==> src/rtl/uart_rx.sv <==
// 16550-style UART receiver: oversampled start detection, mid-bit sampling,
// 5..8 data bits LSB-first, optional parity, one checked stop bit.
module uart_rx #(
  parameter int OVERSAMPLE  = 16,
  parameter int SYNC_STAGES = 2
) (
  input  logic       clk,
  input  logic       rst,
  input  logic       rxd,
  input  logic       tick,
  input  logic [3:0] data_bits,
  input  logic       parity_en,
  input  logic       parity_even,
  output logic       enable_baud,
  output logic       rx_busy,
  output logic [7:0] rx_data,
  output logic       rx_valid,
  output logic       parity_err,
  output logic       framing_err,
  output logic       break_det
);

  localparam int CNT_W = $clog2(OVERSAMPLE);
  localparam logic [CNT_W-1:0] CNT_LAST = CNT_W'(OVERSAMPLE - 1);
  localparam logic [CNT_W-1:0] CNT_HALF = CNT_W'(OVERSAMPLE / 2 - 1);

  typedef enum logic [2:0] {IDLE, START, DATA, PARITY, STOP} state_t;

  state_t                 state, state_nxt;
  logic [SYNC_STAGES-1:0] sync_q;
  logic                   rxs, rxs_d;
  logic [CNT_W-1:0]       tick_cnt;
  logic [2:0]             bit_idx;
  logic [3:0]             len_q;
  logic                   par_en_q, par_even_q, par_acc, any_one;
  logic [7:0]             shreg;
  logic                   start_edge, samp, last_bit;

  function automatic logic [3:0] clamp_len(input logic [3:0] n);
    if (n < 4'd5) return 4'd5;
    if (n > 4'd8) return 4'd8;
    return n;
  endfunction

  // Stage: rxd synchronizer and edge detect
  always_ff @(posedge clk or negedge rst) begin
    if (!rst) begin
      sync_q <= '1;
      rxs_d  <= 1'b1;
    end else begin
      sync_q <= {sync_q[SYNC_STAGES-2:0], rxd};
      rxs_d  <= rxs;
    end
  end

  assign rxs        = sync_q[SYNC_STAGES-1];
  assign start_edge = ~rxs & rxs_d;
  // START samples half a bit in; every later state samples a full bit after the last sample
  assign samp       = tick && ((state == START) ? (tick_cnt == CNT_HALF)
                                                : (state != IDLE && tick_cnt == CNT_LAST));
  assign last_bit   = ({1'b0, bit_idx} == (len_q - 4'd1));

  // Stage: frame state machine
  always_ff @(posedge clk or negedge rst) begin
    if (!rst) state <= IDLE;
    else      state <= state_nxt;
  end

  always_comb begin
    state_nxt = state;
    case (state)
      IDLE:    if (start_edge) state_nxt = START;
      START:   if (samp) state_nxt = rxs ? IDLE : DATA;
      DATA:    if (samp && last_bit) state_nxt = par_en_q ? PARITY : STOP;
      PARITY:  if (samp) state_nxt = STOP;
      STOP:    if (samp) state_nxt = IDLE;
      default: state_nxt = IDLE;
    endcase
  end

  // Stage: bit capture and output register
  always_ff @(posedge clk or negedge rst) begin
    if (!rst) begin
      tick_cnt    <= '0;
      bit_idx     <= '0;
      len_q       <= 4'd8;
      par_en_q    <= 1'b0;
      par_even_q  <= 1'b0;
      par_acc     <= 1'b0;
      any_one     <= 1'b0;
      shreg       <= '0;
      rx_data     <= '0;
      rx_valid    <= 1'b0;
      parity_err  <= 1'b0;
      framing_err <= 1'b0;
      break_det   <= 1'b0;
    end else begin
      rx_valid <= 1'b0;
      if (state == IDLE) begin
        if (start_edge) begin
          tick_cnt   <= '0;
          bit_idx    <= '0;
          len_q      <= clamp_len(data_bits);
          par_en_q   <= parity_en;
          par_even_q <= parity_even;
          par_acc    <= 1'b0;
          any_one    <= 1'b0;
          shreg      <= '0;
        end
      end else if (tick) begin
        tick_cnt <= samp ? '0 : tick_cnt + 1'b1;
      end

      if (samp) begin
        case (state)
          DATA: begin
            shreg[bit_idx] <= rxs;
            par_acc        <= par_acc ^ rxs;
            any_one        <= any_one | rxs;
            bit_idx        <= bit_idx + 3'd1;
          end
          PARITY: begin
            par_acc <= par_acc ^ rxs;
            any_one <= any_one | rxs;
          end
          STOP: begin
            rx_valid    <= 1'b1;
            rx_data     <= shreg;
            parity_err  <= par_en_q & (par_acc ^ ~par_even_q);
            framing_err <= ~rxs;
            break_det   <= ~any_one & ~rxs;
          end
          default: ;
        endcase
      end
    end
  end

  assign rx_busy     = (state != IDLE);
  assign enable_baud = rx_busy;

endmodule

==> config.mk <==
export PLATFORM = sky130hd
export DESIGN_NAME = uart_rx
export DESIGN_NICKNAME = d
export VERILOG_FILES = /design/src/rtl/uart_rx.sv
export SDC_FILE = /design/constraint.sdc
export NUM_CORES = 1
export LEC_CHECK = 0
export ABC_AREA = 1
export CAP_MARGIN = 20
export CELL_PAD_IN_SITES_DETAIL_PLACEMENT = 0
export CELL_PAD_IN_SITES_GLOBAL_PLACEMENT = 1
export CORE_ASPECT_RATIO = 1.75
export CORE_MARGIN = 3
export CORE_UTILIZATION = 45
export CTS_CLUSTER_DIAMETER = 60
export DETAILED_ROUTE_END_ITERATION = 6
export GPL_TIMING_DRIVEN = 0
export HOLD_SLACK_MARGIN = 0.1
export PLACE_DENSITY = 0.9
export SLEW_MARGIN = 10
export SYNTH_ARGS = -nofsm -noshare
export SYNTH_HDL_FRONTEND = slang
export SYNTH_SLANG_ARGS = --single-unit
==> constraint.sdc <==
create_clock -name clk -period 4 [get_ports clk]
set_clock_uncertainty 0.05 [all_clocks]
set_input_delay 0.8 -clock clk [delete_from_list [all_inputs] [get_ports clk]]
set_output_delay 0.8 -clock clk [all_outputs]
set_load 0.05 [all_outputs]
Word level (Yosys, flattened, before mapping)
Index checks and enable logic that the tools add are counted.
- equality and inequality tests: 12
- $lt $le $gt $ge: 4
- add/sub/neg operators: 3
- bitwise operators: 9
- muxes and demuxes: 45
- reductions and logical operators: 12
- operator list (kind ; number):
    $mux W4 ; 8
    $mux W8 ; 4
    $mux W3 ; 10
    $mux W1 ; 19
    $pmux W3 S5 ; 1
    $ne A2 B2 Y1 const B ; 5
    $bwmux W8 ; 1
    $eq A3 B2 Y1 const B ; 2
    $reduce_and A2 Y1 ; 3
    $reduce_and A5 Y1 ; 1
    $add A4 B1 Y4 const B ; 1
    $eq A3 B4 Y1 ; 1
    $eq A4 B3 Y1 const B ; 1
    $eq A4 B4 Y1 const B ; 1
    $gt A4 B4 Y1 const B ; 1
    $logic_and A1 B1 Y1 ; 4
    $lt A3 B4 Y1 const B ; 1
    $lt A4 B3 Y1 const B ; 1
    $sub A4 B1 Y4 const B ; 1
    $add A3 B1 Y3 const B ; 1
    $and A1 B1 Y1 ; 3
    $demux W1 S3 ; 1
    $eq A3 B1 Y1 const B ; 1
    $eq A3 B3 Y1 const B ; 1
    other kinds (9) ; 12
- flip-flop bits (word level): 41
- bits of input ports: 10

Logic depth before layout (Yosys ltp)
Gate-level depths: netlist of run 1.
- depth after elaboration: 9
- gate-level depth with buffers: 13
- depth with buffers taken out: 13

Least setup slack after synthesis of run 1
No wires, ideal clock.
- path kind: register to output
- start point: register state[1]
- end point: output rx_busy
- data required time: 3.150 ns
- arrival: 1.055 ns
- path slack: 2.095 ns
- stages on the path, launching flop included: 4
- buffers on the path: 1
- cell sequence: dfrtp_1 -> nor2_1 -> nand2_2 -> buf_4
- word-level cells in the longest chain between the ends: 1
- RTL lines (element ; RTL line ; RTL):
    start, declared ; 29 ; state_t state, state_nxt;
    start signal, assigned ; 66 ; else state <= state_nxt;
    $reduce_bool A3 Y1 ; 139 ; assign rx_busy = (state != IDLE);
    end, declared ; 15 ; output logic rx_busy,
Every way passes these cells.

Worst setup path after layout of run 1
- start point: register state[0]
- end point: output rx_busy
Same word-level chain as after synthesis.

==> impl_results.html, run 1 <==
<table>
<tr><th>Metric</th><th>Value</th></tr>
<tr><th colspan="2">Clock tree</th></tr>
<tr><td>Cts bufs inserted</td><td>5</td></tr>
<tr><td>Total of cells resized after clock tree synthesis</td><td>0</td></tr>
<tr><td>Count of clock tree sinks</td><td>41</td></tr>
<tr><td>Clock Root Buffer</td><td>clkbuf_8</td></tr>
<tr><td>Post-CTS clock slew at the launch and capture registers of the worst setup and hold paths</td><td>0.07 ns</td></tr>
<tr><td>Post-CTS Repair Setup Buffers</td><td>0</td></tr>
<tr><td>H-tree levels</td><td>2</td></tr>
<tr><td>Number of hold buffers added after CTS</td><td>0</td></tr>
<tr><td>Worst-case clock buffer depth</td><td>2</td></tr>
<tr><td>TritonCTS clock tree</td><td>done</td></tr>
<tr><td>Insertion delay of the later-clocked pin in the worst-skew pair</td><td>0.29 ns</td></tr>
<tr><th colspan="2">Global routing</th></tr>
<tr><td>Met1 track demand over resource in global routing</td><td>between 15 and 20%</td></tr>
<tr><td>Initial antenna violation count</td><td>0</td></tr>
<tr><td>Pin count of the biggest net entering global routing</td><td>29</td></tr>
<tr><td>Global route hottest layer</td><td>met2</td></tr>
<tr><td>Met3 routing resource usage after global routing</td><td>3.39%</td></tr>
<tr><td>Global routing usage summed across all routing layers</td><td>15.7%</td></tr>
<tr><td>Met2 GRT Util</td><td>between 20% and 30%</td></tr>
<tr><td>GR Overflow Total</td><td>0</td></tr>
<tr><td>First-pass GRT wire length</td><td>around 6.5 mm</td></tr>
<tr><td>Vias in the first global route</td><td>about 1400</td></tr>
<tr><th colspan="2">Detailed routing</th></tr>
<tr><td>DR vias</td><td>between 1500 and 2000</td></tr>
<tr><td>Average via count per standard cell</td><td>about 4.9</td></tr>
<tr><td>Average wire per cell in the routed design</td><td>between 10 and 15 um</td></tr>
<tr><td>Residual antenna-violating net count after detailed routing</td><td>0</td></tr>
<tr><td>Drt drc</td><td>0</td></tr>
<tr><td>TritonRoute pass-1 iters</td><td>4</td></tr>
<tr><td>Drt initial violations</td><td>29</td></tr>
<tr><td>Sum of routed wire length over all layers</td><td>3.75 mm</td></tr>
<tr><th colspan="2">Yosys</th></tr>
<tr><td>Number of synthesized flops with an enable pin</td><td>0</td></tr>
<tr><td>Top cell type's share of synthesized area</td><td>45.4%</td></tr>
<tr><td>Portion of the post-synthesis area used by sequential elements</td><td>50.6%</td></tr>
<tr><td>Post-Synthesis Cell Area</td><td>just over 0.002 sq mm</td></tr>
<tr><td>Most used flip-flop cell after synthesis</td><td>dfrtp_1</td></tr>
<tr><td>Number of distinct library cell variants in the gate-level netlist after synthesis</td><td>30</td></tr>
<tr><td>Most frequent cell after synthesis</td><td>nand2_1</td></tr>
<tr><td>Flops &amp; latches, synth</td><td>41</td></tr>
<tr><td>Fraction of registers with async set or reset after synthesis</td><td>100%</td></tr>
<tr><td>Synth area leader</td><td>dfrtp_1</td></tr>
<tr><td>Syn nets</td><td>248</td></tr>
<tr><td>Cell types occupying the most area after synthesis</td><td>dfrtp_1, nand2_1, dfstp_2</td></tr>
<tr><td>Ranking of synthesized cells by instance count</td><td>nand2_1, dfrtp_1, inv_1, nand3_1, o21ai_0</td></tr>
<tr><td>Average cell area after synthesis</td><td>8.67 sq um</td></tr>
<tr><td>Number of warnings issued by yosys</td><td>0</td></tr>
<tr><td>Cells after synthesis</td><td>around 240</td></tr>
<tr><th colspan="2">Setup path</th></tr>
<tr><td>Startpoint class of the critical path</td><td>register</td></tr>
<tr><td>Category of the most critical setup path</td><td>reg -&gt; out</td></tr>
<tr><td>Required time of the worst setup path</td><td>approximately 3.2 ns</td></tr>
<tr><td>Max FO, Critical Path</td><td>6</td></tr>
<tr><td>Critical-path cell with the highest stage delay</td><td>clkdlybuf4s50_1</td></tr>
<tr><td>Stage delay of the slowest cell on the critical path</td><td>0.69 ns</td></tr>
<tr><td>Nature of the critical path endpoint</td><td>output pin</td></tr>
<tr><td>Signal arrival time at the worst endpoint</td><td>1.88 ns</td></tr>
<tr><td>CP cell instances</td><td>nor2_1, nand2_2, buf_4, clkdlybuf4s50_1</td></tr>
<tr><th colspan="2">Layout</th></tr>
<tr><td>Number of fillers in the final layout</td><td>421</td></tr>
<tr><td>Post-layout instance count excluding filler cells</td><td>316</td></tr>
<tr><td>Fin nets</td><td>279</td></tr>
<tr><td>Register area</td><td>0.00103 sq mm</td></tr>
<tr><td>Multi-input combinational cell area</td><td>867 sq um</td></tr>
<tr><td>Number of antenna repair diodes</td><td>0</td></tr>
<tr><td>Growth of design area from synthesis to finish</td><td>20.7%</td></tr>
<tr><td>Share of final-layout standard cells stronger than drive strength 1</td><td>18.4%</td></tr>
<tr><th colspan="2">STA</th></tr>
<tr><td>Slew at the pin closest to its max-slew limit</td><td>a little over 0.5 ns</td></tr>
<tr><td>Final setup violating endpoints</td><td>0</td></tr>
<tr><td>FMAX</td><td>0.367 GHz</td></tr>
<tr><td>Setup repair after global routing missed its margin</td><td>no</td></tr>
<tr><td>Pins over their slew limit</td><td>0</td></tr>
<tr><td>Final critical-path share of the clock period</td><td>68.2%</td></tr>
<tr><td>Total negative slack</td><td>0 ns</td></tr>
<tr><td>Final Hold Viols</td><td>0</td></tr>
<tr><td>Min Tclk post-route</td><td>2.73 ns</td></tr>
<tr><td>Worst Slack Setup Final</td><td>1.27 ns</td></tr>
<tr><td>Max-Slew Margin vs Limit</td><td>66.1%</td></tr>
<tr><th colspan="2">Floorplan</th></tr>
<tr><td>Starting utilization of the core area</td><td>47.8%</td></tr>
<tr><td>I/O Pins</td><td>24</td></tr>
<tr><td>Horizontal die dimension</td><td>between 50 and 60 um</td></tr>
<tr><td>Number of standard-cell rows in the floorplan</td><td>31</td></tr>
<tr><td>Die area</td><td>0.00540 sq mm</td></tr>
<tr><td>Core Region</td><td>roughly 0.0043 sq mm</td></tr>
<tr><td>Vert. Die Dim</td><td>95.0 um</td></tr>
<tr><th colspan="2">Power and ir drop</th></tr>
<tr><td>Portion of total power attributed to the clock network</td><td>24.7%</td></tr>
<tr><td>Internal cell power</td><td>0.862 mW</td></tr>
<tr><td>Leakage power total</td><td>1.19 nW</td></tr>
<tr><td>Switching share of power</td><td>37.4%</td></tr>
<tr><td>Worst IR drop on VDD</td><td>about 0.00049 V</td></tr>
<tr><td>Proportion of power drawn by flip-flops and latches</td><td>approximately two fifths</td></tr>
<tr><td>PnR Total Power</td><td>1.38 mW</td></tr>
<tr><td>PwrDens</td><td>559 mW/mm^2</td></tr>
<tr><td>Comb pwr share</td><td>36.3%</td></tr>
<tr><td>Switch Pwr</td><td>0.514 mW</td></tr>
<tr><th colspan="2">Place</th></tr>
<tr><td>Total half-perimeter wirelength after legalization and detailed placement</td><td>2.89 mm</td></tr>
<tr><td>Cell total after placement</td><td>308</td></tr>
<tr><td>Count of buffers from port buffering</td><td>23</td></tr>
<tr><td>Placement-stage worst setup slack</td><td>1.59 ns</td></tr>
<tr><td>RePlAce Congestion</td><td>about 0.85</td></tr>
<tr><th colspan="2">Outcome</th></tr>
<tr><td>Status</td><td>finished, final reports clean</td></tr>
<tr><th colspan="2">Run</th></tr>
<tr><td>MaxCap Viol Count</td><td>0</td></tr>
<tr><th colspan="2">Worst hold path</th></tr>
<tr><td>Type of the worst min-delay path</td><td>reg -&gt; reg</td></tr>
</table>
-- metrics by stage --
stage	util, %	hold slack, ns	instance area [sq um]
CTS	57.7	0.308	2460
floorplan	-	0.295	2040
global route	57.7	0.312	2460
finish	57.7	0.308	2460
global placement	54.6	0.295	2330
detailed placement	55.0	0.297	2340
-- layout by cell type, fill, tap and decap left out --
cell | Yosys | final
o22ai_1 | 2 | 2
nor2_1 | 15 | 15
buf_6 | 1 | 1
clkinv_2 | 2 | 2
ha_1 | 3 | 3
clkbuf_1 | 0 | 1
nor2_8 | 1 | 1
o31ai_2 | 2 | 2
nand2_4 | 3 | 3
dfrtp_1 | 37 | 37
buf_2 | 2 | 3
nor2_4 | 2 | 2
nand4_1 | 1 | 1
o21ai_0 | 16 | 16
bufinv_16 | 0 | 1
o21ai_1 | 5 | 5
xor2_1 | 1 | 1
inv_2 | 4 | 4
nand2_1 | 62 | 62
clkbuf_8 | 0 | 6
buf_12 | 0 | 1
inv_1 | 21 | 21
a21oi_4 | 2 | 2
buf_4 | 2 | 2
or2_1 | 1 | 1
o31ai_1 | 1 | 1
xnor2_1 | 1 | 1
a21oi_1 | 6 | 6
dfstp_2 | 4 | 4
clkdlybuf4s50_1 | 0 | 22
nand3_1 | 21 | 21
nand3_2 | 2 | 2
nor3b_1 | 2 | 2
nand2_2 | 8 | 8
nor2_2 | 5 | 5
-- cell families after synthesis --
logic type	share of synthesized area, %
xor gates and xnor gates	0.860
adders and majority gates	1.84
AOI/OAI and AO/OA	10.4
and+or+nand+nor	29.4
buffers and inverters	6.88
DFF	50.6
-- final cells by class --
type,instances,share of cell area [%]
timing repair buffer,24,9.96
clock buffer,7,3.51
inverter,27,4.22
sequential,41,41.9
clock inverter,1,1.22
tap,49,2.49
multi-input combinational,162,35.2
buffer,5,1.47
-- metal layers --
metal / vias to the layer above / part of all wire [%] / wire length, um
li1: 815 / - / -
met1: 703 / 41 / 1560
met2: 23 / 53 / 2000
met3: 7 / 3.3 / 123
met4: 0 / 1.9 / 73
met5: - / 0 / 0
-- critical path: cells and delay by family (launching register included) --
family        cells  cell delay, ns
buf+inv           2            0.84
flops             1            0.43
simple gates      2            0.31
-- path summary, 6_finish.rpt --
check | cells after the start | endpoint | slack (ns) | start
max | 4 | rx_busy | 1.27 | state[0]
min reg2reg | 0 | sync_q[1] | 0.31 | sync_q[0]
min | 0 | sync_q[1] | 0.31 | sync_q[0]
max in group asynchronous | 2 | sync_q[0] | 3.00 | rst
min in group asynchronous | 1 | rx_valid | 0.36 | rst
max reg2reg | 9 | parity_err | 2.37 | tick_cnt[0]
-- power by group through the flow --
stage / Combinational (mW) / Sequential [mW] / Clock, mW
2_1_floorplan: 0.389 / 0.533 / 0
3_3_place_gp: 0.494 / 0.543 / 0
3_5_place_dp: 0.501 / 0.544 / 0
4_1_cts: 0.506 / 0.536 / 0.352
5_1_grt: 0.572 / 0.544 / 0.373
6_report: 0.500 / 0.536 / 0.340
-- state kept, by name, summed over array words and instances, names as in the netlist --
register / count
par_en_q: 1
bit_idx: 3
sync_q: 2
par_even_q: 1
rxs_d: 1
rx_data: 8
tick_cnt: 4
break_det: 1
any_one: 1
parity_err: 1
rx_valid: 1
len_q: 4
par_acc: 1
shreg: 8
framing_err: 1
state: 3
(Power assumes the default switching activity.)
==> inputs of run 2 (changes only) <==
- CORE_UTILIZATION: 45 -> 42
- PLACE_DENSITY: 0.9 -> 0.85
- clock period: 4 -> 2.6 ns (I/O delays scaled with it)
==> impl_results.html, run 2 (same netlist as run 1, synthesis figures left out) <==
<table>
<tr><th>Metric</th><th>Value</th></tr>
<tr><th colspan="2">Outcome</th></tr>
<tr><td>Status</td><td>finished, final reports clean</td></tr>
<tr><th colspan="2">Global routing</th></tr>
<tr><td>First-pass GRT wire length</td><td>7.19 mm</td></tr>
<tr><td>Pin count of the biggest net entering global routing</td><td>25</td></tr>
<tr><td>GR Overflow Total</td><td>0</td></tr>
<tr><td>Global routing usage summed across all routing layers</td><td>16.1%</td></tr>
<tr><td>Initial antenna violation count</td><td>0</td></tr>
<tr><td>Vias in the first global route</td><td>between 1500 and 2000</td></tr>
<tr><th colspan="2">Setup path</th></tr>
<tr><td>Required time of the worst setup path</td><td>just over 2 ns</td></tr>
<tr><td>CP cell instances</td><td>nor2_1, nand2_2, buf_4, clkdlybuf4s50_1</td></tr>
<tr><td>Critical-path cell with the highest stage delay</td><td>clkdlybuf4s50_1</td></tr>
<tr><td>Startpoint class of the critical path</td><td>register</td></tr>
<tr><td>Signal arrival time at the worst endpoint</td><td>1.86 ns</td></tr>
<tr><td>Launch instance of the worst register-to-register path</td><td>tick_cnt[0]</td></tr>
<tr><td>Nature of the critical path endpoint</td><td>output pin</td></tr>
<tr><td>Max FO, Critical Path</td><td>6</td></tr>
<tr><td>Category of the most critical setup path</td><td>reg -&gt; out</td></tr>
<tr><td>Stage delay of the slowest cell on the critical path</td><td>0.69 ns</td></tr>
<tr><td>Worst setup path startpoint</td><td>state[1]</td></tr>
<tr><th colspan="2">STA</th></tr>
<tr><td>Pins over their slew limit</td><td>0</td></tr>
<tr><td>FMAX</td><td>0.411 GHz</td></tr>
<tr><td>Final setup violating endpoints</td><td>0</td></tr>
<tr><td>Final critical-path share of the clock period</td><td>93.5%</td></tr>
<tr><td>Max-Slew Margin vs Limit</td><td>66.4%</td></tr>
<tr><td>Final Hold Viols</td><td>0</td></tr>
<tr><td>Total negative slack</td><td>0 ns</td></tr>
<tr><td>Setup repair after global routing missed its margin</td><td>no</td></tr>
<tr><td>Min Tclk post-route</td><td>about 2.4 ns</td></tr>
<tr><td>Slew at the pin closest to its max-slew limit</td><td>0.503 ns</td></tr>
<tr><th colspan="2">Detailed routing</th></tr>
<tr><td>TritonRoute pass-1 iters</td><td>4</td></tr>
<tr><td>Average wire per cell in the routed design</td><td>12.5 um</td></tr>
<tr><td>Sum of routed wire length over all layers</td><td>around 4 mm</td></tr>
<tr><td>Drt drc</td><td>0</td></tr>
<tr><td>Average via count per standard cell</td><td>about 5</td></tr>
<tr><td>Residual antenna-violating net count after detailed routing</td><td>0</td></tr>
<tr><td>DR vias</td><td>1577</td></tr>
<tr><td>Drt initial violations</td><td>47</td></tr>
<tr><th colspan="2">Clock tree</th></tr>
<tr><td>Post-CTS Repair Setup Buffers</td><td>0</td></tr>
<tr><td>Insertion delay of the later-clocked pin in the worst-skew pair</td><td>roughly 0.29 ns</td></tr>
<tr><td>H-tree levels</td><td>2</td></tr>
<tr><td>Worst-case clock buffer depth</td><td>2</td></tr>
<tr><td>Post-CTS clock slew at the launch and capture registers of the worst setup and hold paths</td><td>0.07 ns</td></tr>
<tr><td>Clock Root Buffer</td><td>clkbuf_8</td></tr>
<tr><td>Cts bufs inserted</td><td>5</td></tr>
<tr><td>TritonCTS clock tree</td><td>done</td></tr>
<tr><td>Number of hold buffers added after CTS</td><td>0</td></tr>
<tr><td>Count of clock tree sinks</td><td>41</td></tr>
<tr><td>Total of cells resized after clock tree synthesis</td><td>0</td></tr>
<tr><th colspan="2">Floorplan</th></tr>
<tr><td>Die area</td><td>0.00576 sq mm</td></tr>
<tr><td>I/O Pins</td><td>24</td></tr>
<tr><td>Vert. Die Dim</td><td>98.2 um</td></tr>
<tr><td>Core Region</td><td>0.00456 sq mm</td></tr>
<tr><td>Number of standard-cell rows in the floorplan</td><td>32</td></tr>
<tr><td>Starting utilization of the core area</td><td>44.7%</td></tr>
<tr><td>Horizontal die dimension</td><td>58.7 um</td></tr>
<tr><th colspan="2">Layout</th></tr>
<tr><td>Commonest cells after routing, fill and taps aside</td><td>nand2_1, dfrtp_1, clkdlybuf4s50_1</td></tr>
<tr><td>Number of antenna repair diodes</td><td>0</td></tr>
<tr><td>Largest regs</td><td>rx_data x8, shreg x8</td></tr>
<tr><td>Most frequent standard cell in the layout excluding fill and tap cells</td><td>nand2_1</td></tr>
<tr><td>Share of final-layout standard cells stronger than drive strength 1</td><td>18.4%</td></tr>
<tr><td>Layout Utilization</td><td>54.1%</td></tr>
<tr><td>Fin nets</td><td>279</td></tr>
<tr><td>Growth of design area from synthesis to finish</td><td>21.2%</td></tr>
<tr><th colspan="2">Power and ir drop</th></tr>
<tr><td>Portion of total power attributed to the clock network</td><td>24.6%</td></tr>
<tr><td>PnR Total Power</td><td>2.13 mW</td></tr>
<tr><td>Worst IR drop on VDD</td><td>between 0.0006 and 0.0007 V</td></tr>
<tr><td>Comb pwr share</td><td>36.5%</td></tr>
<tr><td>Proportion of power drawn by flip-flops and latches</td><td>38.8%</td></tr>
<tr><td>Switching share of power</td><td>37.7%</td></tr>
<tr><td>Switch Pwr</td><td>0.802 mW</td></tr>
<tr><td>PwrDens</td><td>~860 mW/mm^2</td></tr>
<tr><td>Internal cell power</td><td>1.33 mW</td></tr>
<tr><td>Leakage power total</td><td>around 1.2 nW</td></tr>
<tr><th colspan="2">Place</th></tr>
<tr><td>Total half-perimeter wirelength after legalization and detailed placement</td><td>approximately 3 mm</td></tr>
<tr><td>Count of buffers from port buffering</td><td>23</td></tr>
<tr><td>RePlAce Congestion</td><td>0.773</td></tr>
<tr><th colspan="2">Run</th></tr>
<tr><td>MaxCap Viol Count</td><td>0</td></tr>
<tr><th colspan="2">Worst hold path</th></tr>
<tr><td>Type of the worst min-delay path</td><td>in -&gt; async</td></tr>
</table>
[run 2: cell counts in the layout (fill, tap and decap cells not counted)]
Identical to the previous run, type by type.
[run 2: final timing paths]
check                      cells past startpoint          to  slack [ns]
setup / recovery                               4     rx_busy        0.17
hold / removal                                 1    len_q[1]        0.12
setup reg to reg                               9   break_det        0.95
hold reg to reg                                0   sync_q[1]        0.31
max in group asynchronous                      2  rx_data[3]        1.91
min in group clk                               0   sync_q[1]        0.31
[run 2: power groups by stage]
stage,Sequential [mW],Combinational [mW],Clock (mW)
after floorplan,0.820,0.598,0
after CTS,0.827,0.787,0.542
final,0.827,0.778,0.525
after detailed placement,0.839,0.781,0
after global routing,0.841,0.879,0.569
after global placement,0.835,0.763,0
[run 2: final cells by class]
| type | instances | area [sq um] |
|---|---|---|
| multi-input cells | 162 | 867 |
| inverters | 27 | 104 |
| fillers | 466 | 2090 |
| flip-flops and latches | 41 | 1030 |
| repair buffers | 24 | 253 |
| well taps | 51 | 63.8 |
| clock buffers | 7 | 86.3 |
| clock inverters | 1 | 30.0 |
| plain buffers | 5 | 36.3 |
[run 2: through the flow]
step | instances | setup WS (ns) | area [sq um] | hold slack, ns
finish | 318 | 0.169 | 2470 | 0.123
global route | 318 | 0.0432 | 2470 | 0.134
CTS | 318 | 0.154 | 2470 | 0.125
detailed placement | 310 | 0.492 | 2350 | 0.301
global placement | 309 | -0.106 | 2330 | 0.296
floorplan | 235 | 0.975 | 2040 | 0.174
[run 2: layer usage]
metal	part of all wire (%)	track usage [%]
met1	39	18.0
met2	55	29.4
met3	3.7	3.17
met4	2.2	5.41
met5	0	0
[run 2: worst max-delay path: cells and delay by family, from the launching register on]
kind / cells / cell delay (ns)
buffers and inverters: 2 / 0.84
flip-flops: 1 / 0.43
AND/OR/NAND/NOR: 2 / 0.31
